$ cat src/rtl/systolic_result_collector.sv
// Collects aligned partial-sum rows from the systolic core into a row FIFO and
// streams them out one element at a time; the core is never stalled.
module systolic_result_collector #(
    parameter int N         = 4,
    parameter int ACC_WIDTH = 32,
    parameter int DEPTH     = 8,
    parameter int ROW_CNT_W = 16
) (
    input  logic                   clk,
    input  logic                   rst_n,
    input  logic                   start,
    input  logic [ROW_CNT_W-1:0]   num_rows,
    input  logic [N-1:0]           in_valid,
    input  logic [N*ACC_WIDTH-1:0] in_data,
    output logic                   out_valid,
    input  logic                   out_ready,
    output logic [ACC_WIDTH-1:0]   out_data,
    output logic                   out_last,
    output logic                   busy,
    output logic                   done,
    output logic                   overflow,
    output logic                   misalign
);

    localparam int PW    = (DEPTH > 1) ? $clog2(DEPTH) : 1;
    localparam int CNT_W = $clog2(DEPTH + 1);
    localparam int CW    = (N > 1) ? $clog2(N) : 1;
    localparam logic [CNT_W-1:0] FULL_CNT = CNT_W'(DEPTH);
    localparam logic [CW-1:0]    LAST_COL = CW'(N - 1);

    // Output stream: out_valid/out_data/out_last describe one element; it is
    // consumed on a cycle with out_valid && out_ready and held unchanged otherwise.
    typedef enum logic [1:0] {IDLE, COLLECT, DRAIN} state_t;
    state_t state;

    logic [ROW_CNT_W-1:0] rows_expected;
    logic [ROW_CNT_W-1:0] rows_received;
    logic [ROW_CNT_W-1:0] rows_next;
    logic [PW-1:0]        wr_ptr;
    logic [PW-1:0]        rd_ptr;
    logic [CNT_W-1:0]     count;
    logic [CW-1:0]        col;
    logic [ACC_WIDTH-1:0] mem_data [DEPTH][N];
    logic                 mem_tag  [DEPTH];

    logic fifo_empty;
    logic fifo_full;
    logic row_event;
    logic partial_event;
    logic last_tag;
    logic handshake;
    logic pop;
    logic push;

    assign fifo_empty    = (count == '0);
    assign fifo_full     = (count == FULL_CNT);
    assign row_event     = (state == COLLECT) && (in_valid == {N{1'b1}});
    assign partial_event = (state == COLLECT) && (in_valid != '0) && (in_valid != {N{1'b1}});
    assign rows_next     = rows_received + ROW_CNT_W'(1);
    assign last_tag      = (rows_next == rows_expected);

    assign out_valid = (state != IDLE) && !fifo_empty;
    assign handshake = out_valid && out_ready;
    assign pop       = handshake && (col == LAST_COL);
    // A pop in the same cycle frees the slot, so a full FIFO can still take the row.
    assign push      = row_event && (!fifo_full || pop);
    assign out_data  = out_valid ? mem_data[rd_ptr][col] : '0;
    assign out_last  = out_valid && (col == LAST_COL) && mem_tag[rd_ptr];

    always_ff @(posedge clk or negedge rst_n) begin
        if (!rst_n) begin
            state         <= IDLE;
            rows_expected <= '0;
            rows_received <= '0;
            busy          <= 1'b0;
            done          <= 1'b0;
            overflow      <= 1'b0;
            misalign      <= 1'b0;
        end else begin
            done <= 1'b0;
            case (state)
                IDLE: begin
                    if (start) begin
                        if (num_rows != '0) begin
                            state         <= COLLECT;
                            busy          <= 1'b1;
                            rows_expected <= num_rows;
                            rows_received <= '0;
                            overflow      <= 1'b0;
                            misalign      <= 1'b0;
                        end else begin
                            done <= 1'b1;
                        end
                    end
                end
                COLLECT: begin
                    if (row_event) begin
                        rows_received <= rows_next;
                        if (!push) overflow <= 1'b1;
                        if (last_tag) state <= DRAIN;
                    end else if (partial_event) begin
                        misalign <= 1'b1;
                    end
                end
                DRAIN: begin
                    // Finish on the edge that removes the last row, or at once if nothing is left.
                    if (fifo_empty || (pop && count == CNT_W'(1))) begin
                        state <= IDLE;
                        busy  <= 1'b0;
                        done  <= 1'b1;
                    end
                end
                default: begin
                    state <= IDLE;
                    busy  <= 1'b0;
                end
            endcase
        end
    end

    always_ff @(posedge clk or negedge rst_n) begin
        if (!rst_n) begin
            wr_ptr <= '0;
            rd_ptr <= '0;
            count  <= '0;
            col    <= '0;
        end else begin
            if (handshake) col <= (col == LAST_COL) ? '0 : col + CW'(1);
            if (push) wr_ptr <= wr_ptr + PW'(1);
            if (pop) rd_ptr <= rd_ptr + PW'(1);
            case ({push, pop})
                2'b10:   count <= count + CNT_W'(1);
                2'b01:   count <= count - CNT_W'(1);
                default: count <= count;
            endcase
        end
    end

    always_ff @(posedge clk) begin
        if (push) begin
            for (int j = 0; j < N; j++) begin
                mem_data[wr_ptr][j] <= in_data[j*ACC_WIDTH +: ACC_WIDTH];
            end
            mem_tag[wr_ptr] <= last_tag;
        end
    end

endmodule

$ cat config.mk
export PLATFORM = sky130hd
export DESIGN_NAME = systolic_result_collector
export DESIGN_NICKNAME = d
export VERILOG_FILES = /design/src/rtl/systolic_result_collector.sv
export SDC_FILE = /design/constraint.sdc
export NUM_CORES = 1
export LEC_CHECK = 0
export ABC_AREA = 1
export CAP_MARGIN = 20
export CORE_MARGIN = 4
export CORE_UTILIZATION = 62
export DETAILED_ROUTE_END_ITERATION = 12
export PLACE_DENSITY_LB_ADDON = 0.05
export SYNTH_ARGS = -nofsm -noshare
export SYNTH_HDL_FRONTEND = slang
export SYNTH_SLANG_ARGS = --single-unit
$ cat constraint.sdc
create_clock -name clk -period 21.4 [get_ports clk]
set_input_delay 3.21 -clock clk [delete_from_list [all_inputs] [get_ports clk]]
set_output_delay 3.21 -clock clk [all_outputs]
set_load 0.01 [all_outputs]
==> impl_metrics.ini <==
[power_and_ir_drop]
pwr-share-comb = 0.314
pwr-share-clk = 0.290
power_density_nw_per_um2 = 127
p_sw_w = 0.00218
p_int_w = 0.00405
seqPwrFrac = 0.396
p_sw_frac = 0.350
leakage_nw = 16.0
vdd_drop_max_mv = 0.0914

[flow_run]
max-cap-violations = 0

[yosys]
avgSynthCellArea_um2 = 13.1
ys.flop_type = edfxtp_1
async_flop_share = 0.0462
synth_seq_area_share = 0.747
synth_nets = 3459
synth-edff-count = 1032
syn_area_um2 = 43200
yosysUniqueCellTypes = 38
syn_inst = 3300
yosys_register_bits = 1082
synth_warnings = 0

[cts]
clock_latency_ns = 0.68
cts_hold_buffers = 0
clock_path_buffers = 3
cts_setup_buffers = 0
cts_buffers = 108
cts_tree = done
h-tree-depth = 3
clock_sinks = 1082
cts_resized = 0
root_buffer = clkbuf_16
clkTransAtPathRegs_ns = 0.05

[sta]
post-route-min-period_ns = 9.11
drv_slew = 0
grt_setup_unrepaired = no
slew_headroom = 0.256
fin_crit_sh = 0.426
hold_violations = 0
clock_skew_ns = 0.0219
setup_viol = 0
fin_setup_tns_ns = 0
tightestPinTransition_ns = 1.12
max_freq_mhz = 110

[global_route]
grt_overflow = 0
grt_max_degree = 254
antenna_found_initial = 16
grt_pass1_wl_mm = 163
first_global_vias = 27771
grt_usage = 0.285

[hold_path]
hold_depth = 2
hp-class = flip-flop to flip-flop
min_from = rows_expected[0]$_DFFE_PN0P_
hold_end = rows_expected[0]$_DFFE_PN0P_

[setup_path]
crit_required_ns = 18.19
endpoint_kind = output port
worst-path-buf-inv = 5
critPathKind = flip-flop to output port
r2r_end = mem_data[3][86]$_DFFE_PP_
worst-r2r-setup-slack_ns = 16.62
ff2ff_path_depth = 9
crit_chain = inv_8 > buf_4 > buf_16 > buf_4 > o21ai_0 > o221ai_1 > nand3_1 > nand3_1 > nand2_1 > a21oi_1 > clkdlybuf4s50_1
r2r_start = state[1]$_DFFE_PN0P_
cp.arrival_ns = 5.90
crit_slowest_cell = inv_8
cp_top_family = buffers and inverters
cp_max_fo = 204
critPathMaxStageDelay_ns = 0.87
critPathLaunchType = flip-flop

[die]
io_pins = 190
coreArea_um2 = 68800
die_h_um = 272
rows = 96
dieArea_um2 = 73900
die_w_um = 272
start_util = 0.627

[final_layout]
fin_nets = 3563
instances_no_fill = 4426
areaGrowthSynthToFinish_pct = 13.8
drive_gt1_frac = 0.0619

[place]
portBuffers = 189
dp.cells = 4222
post-dp-hpwl_mm = 53.3
gp_congestion = 0.878

[routing]
drtPass1Iterations = 7
wl_mm = 107
routedWlPerCell_um = 24.2
drc = 0
vias_per_cell = 6.39
ant_nets = 0
first_iter_violations = 3278
vias = 28291

[run_status]
status = finished, final reports clean
[cells in the final DEF (no fill, tap or decap), drive strengths merged]
| cell type | n |
|---|---|
| xnor2 | 2 |
| a31oi | 15 |
| edfxtp | 1032 |
| a21oi | 18 |
| nor3 | 11 |
| ha | 7 |
| buf | 33 |
| nor4 | 4 |
| o21ai | 588 |
| inv | 73 |
| o211ai | 3 |
| nor2 | 630 |
| nand4 | 14 |
| o221ai | 191 |
| clkinv | 50 |
| diode | 8 |
| clkinvlp | 1 |
| bufinv | 9 |
| o22ai | 72 |
| o221a | 1 |
| dfrtp | 50 |
| xor2 | 8 |
| and3 | 9 |
| nand3 | 174 |
| nand3b | 3 |
| nand2 | 166 |
| clkdlybuf4s50 | 188 |
| or2 | 4 |
| clkbuf | 131 |
[through the flow]
| stage | hold WS [ns] | total power [W] | worst slack (ns) | utilization | cell area [um^2] |
|---|---|---|---|---|---|
| CTS | 0.513 | 0.00622 | 12.08 | 0.712 | 49000 |
| global placement | 0.497 | 0.00435 | 13.02 | 0.663 | 45600 |
| global route | 0.543 | 0.00652 | 12.04 | 0.714 | 49100 |
| floorplan | 0.463 | 0.00371 | 7.85 | - | 43200 |
| detailed placement | 0.497 | 0.00442 | 12.86 | 0.663 | 45600 |
| finish | 0.510 | 0.00623 | 12.29 | 0.714 | 49100 |
[synth_stat cells (2+ instances only)]
cell      instances  area [um^2]
ha_1              7         87.6
xnor2_1           2         17.5
dfrtp_1          50         1250
nor2_2            2         12.5
nand2_2           3         18.8
buf_4            13         97.6
o22ai_1          72          450
edfxtp_1       1032        31000
and3_1            9         56.3
a31oi_1          14         87.6
nand3b_1          3         22.5
o21ai_1          21          105
or2_2             2         12.5
nor2_1          624         2340
o221ai_1        191         1670
nand2_1         161          604
o21ai_0         567         2840
nor2_4            3         33.8
buf_1            10         37.5
clkbuf_1        142          533
nand3_1         174          871
xor2_1            8         70.1
o211ai_1          3         22.5
nor3_1           11         55.1
buf_2            61          305
nand2_4           2         22.5
a21oi_1          18         90.1
nand4_1          14         87.6
inv_2            10         37.5
nor4_1            4         25.0
inv_1            60          225
[worst min-delay path: stages, from the launching register on]
cell and delay (ns):
dfrtp_1 0.35, nand2_1 0.06, o21ai_0 0.07
[state kept, by name, indices dropped and copies added, names as in the netlist]
register and flops:
mem_data 1024, rows_expected 16, rows_received 16, mem_tag 8, count 4, rd_ptr 3
wr_ptr 3, col 2, state 2, busy 1, done 1, misalign 1
overflow 1
[metal layers]
| metal | track usage | vias to the layer above | wire [um] |
|---|---|---|---|
| met5 | 0 | - | 75 |
| met4 | 0.0843 | 14 | 2500 |
| met3 | 0.0514 | 197 | 8930 |
| met2 | 0.460 | 1280 | 51800 |
| met1 | 0.404 | 14172 | 43800 |
| li1 | - | 12628 | - |
[power groups by stage]
stage	Sequential (W)	Combinational, W	Clock [W]
after global routing	0.00247	0.00212	0.00193
after CTS	0.00246	0.00192	0.00183
final	0.00246	0.00196	0.00181
after global placement	0.00250	0.00185	0
after detailed placement	0.00251	0.00191	0
after floorplan	0.00246	0.00126	0
[cells by family after synthesis]
logic type | after synthesis | synth area share
AND/OR/NAND/NOR | 1015 | 0.0973
XOR/XNOR | 10 | 0.00203
AO/OA/AOI/OAI | 888 | 0.123
adder cells (fa/ha/maj) | 7 | 0.00203
flip-flops | 1082 | 0.747
buffers and inverters | 298 | 0.0290
[worst max-delay path by stage]
stage                               start                        to  slack [ns]  cells past startpoint
finish              rd_ptr[0]$_DFFE_PN0P_               out_data[1]       12.29                     11
global route        rd_ptr[0]$_DFFE_PN0P_              out_data[15]       12.04                     11
CTS                 rd_ptr[0]$_DFFE_PN0P_               out_data[1]       12.08                     10
detailed placement  rd_ptr[0]$_DFFE_PN0P_               out_data[1]       12.86                     10
global placement    rd_ptr[0]$_DFFE_PN0P_               out_data[1]       13.02                     10
floorplan                     in_valid[2]  mem_data[2][0]$_DFFE_PP_        7.85                      7
[layout make-up]
cell class	instances	area, um^2
clock inverter	62	577
fill	4541	19700
antenna	8	20.0
clock buffer	131	2810
tap	931	1160
inverter	71	283
multi-input combinational	1920	9710
timing repair buffer	221	2300
sequential	1082	32300
(Power assumes the default switching activity.)
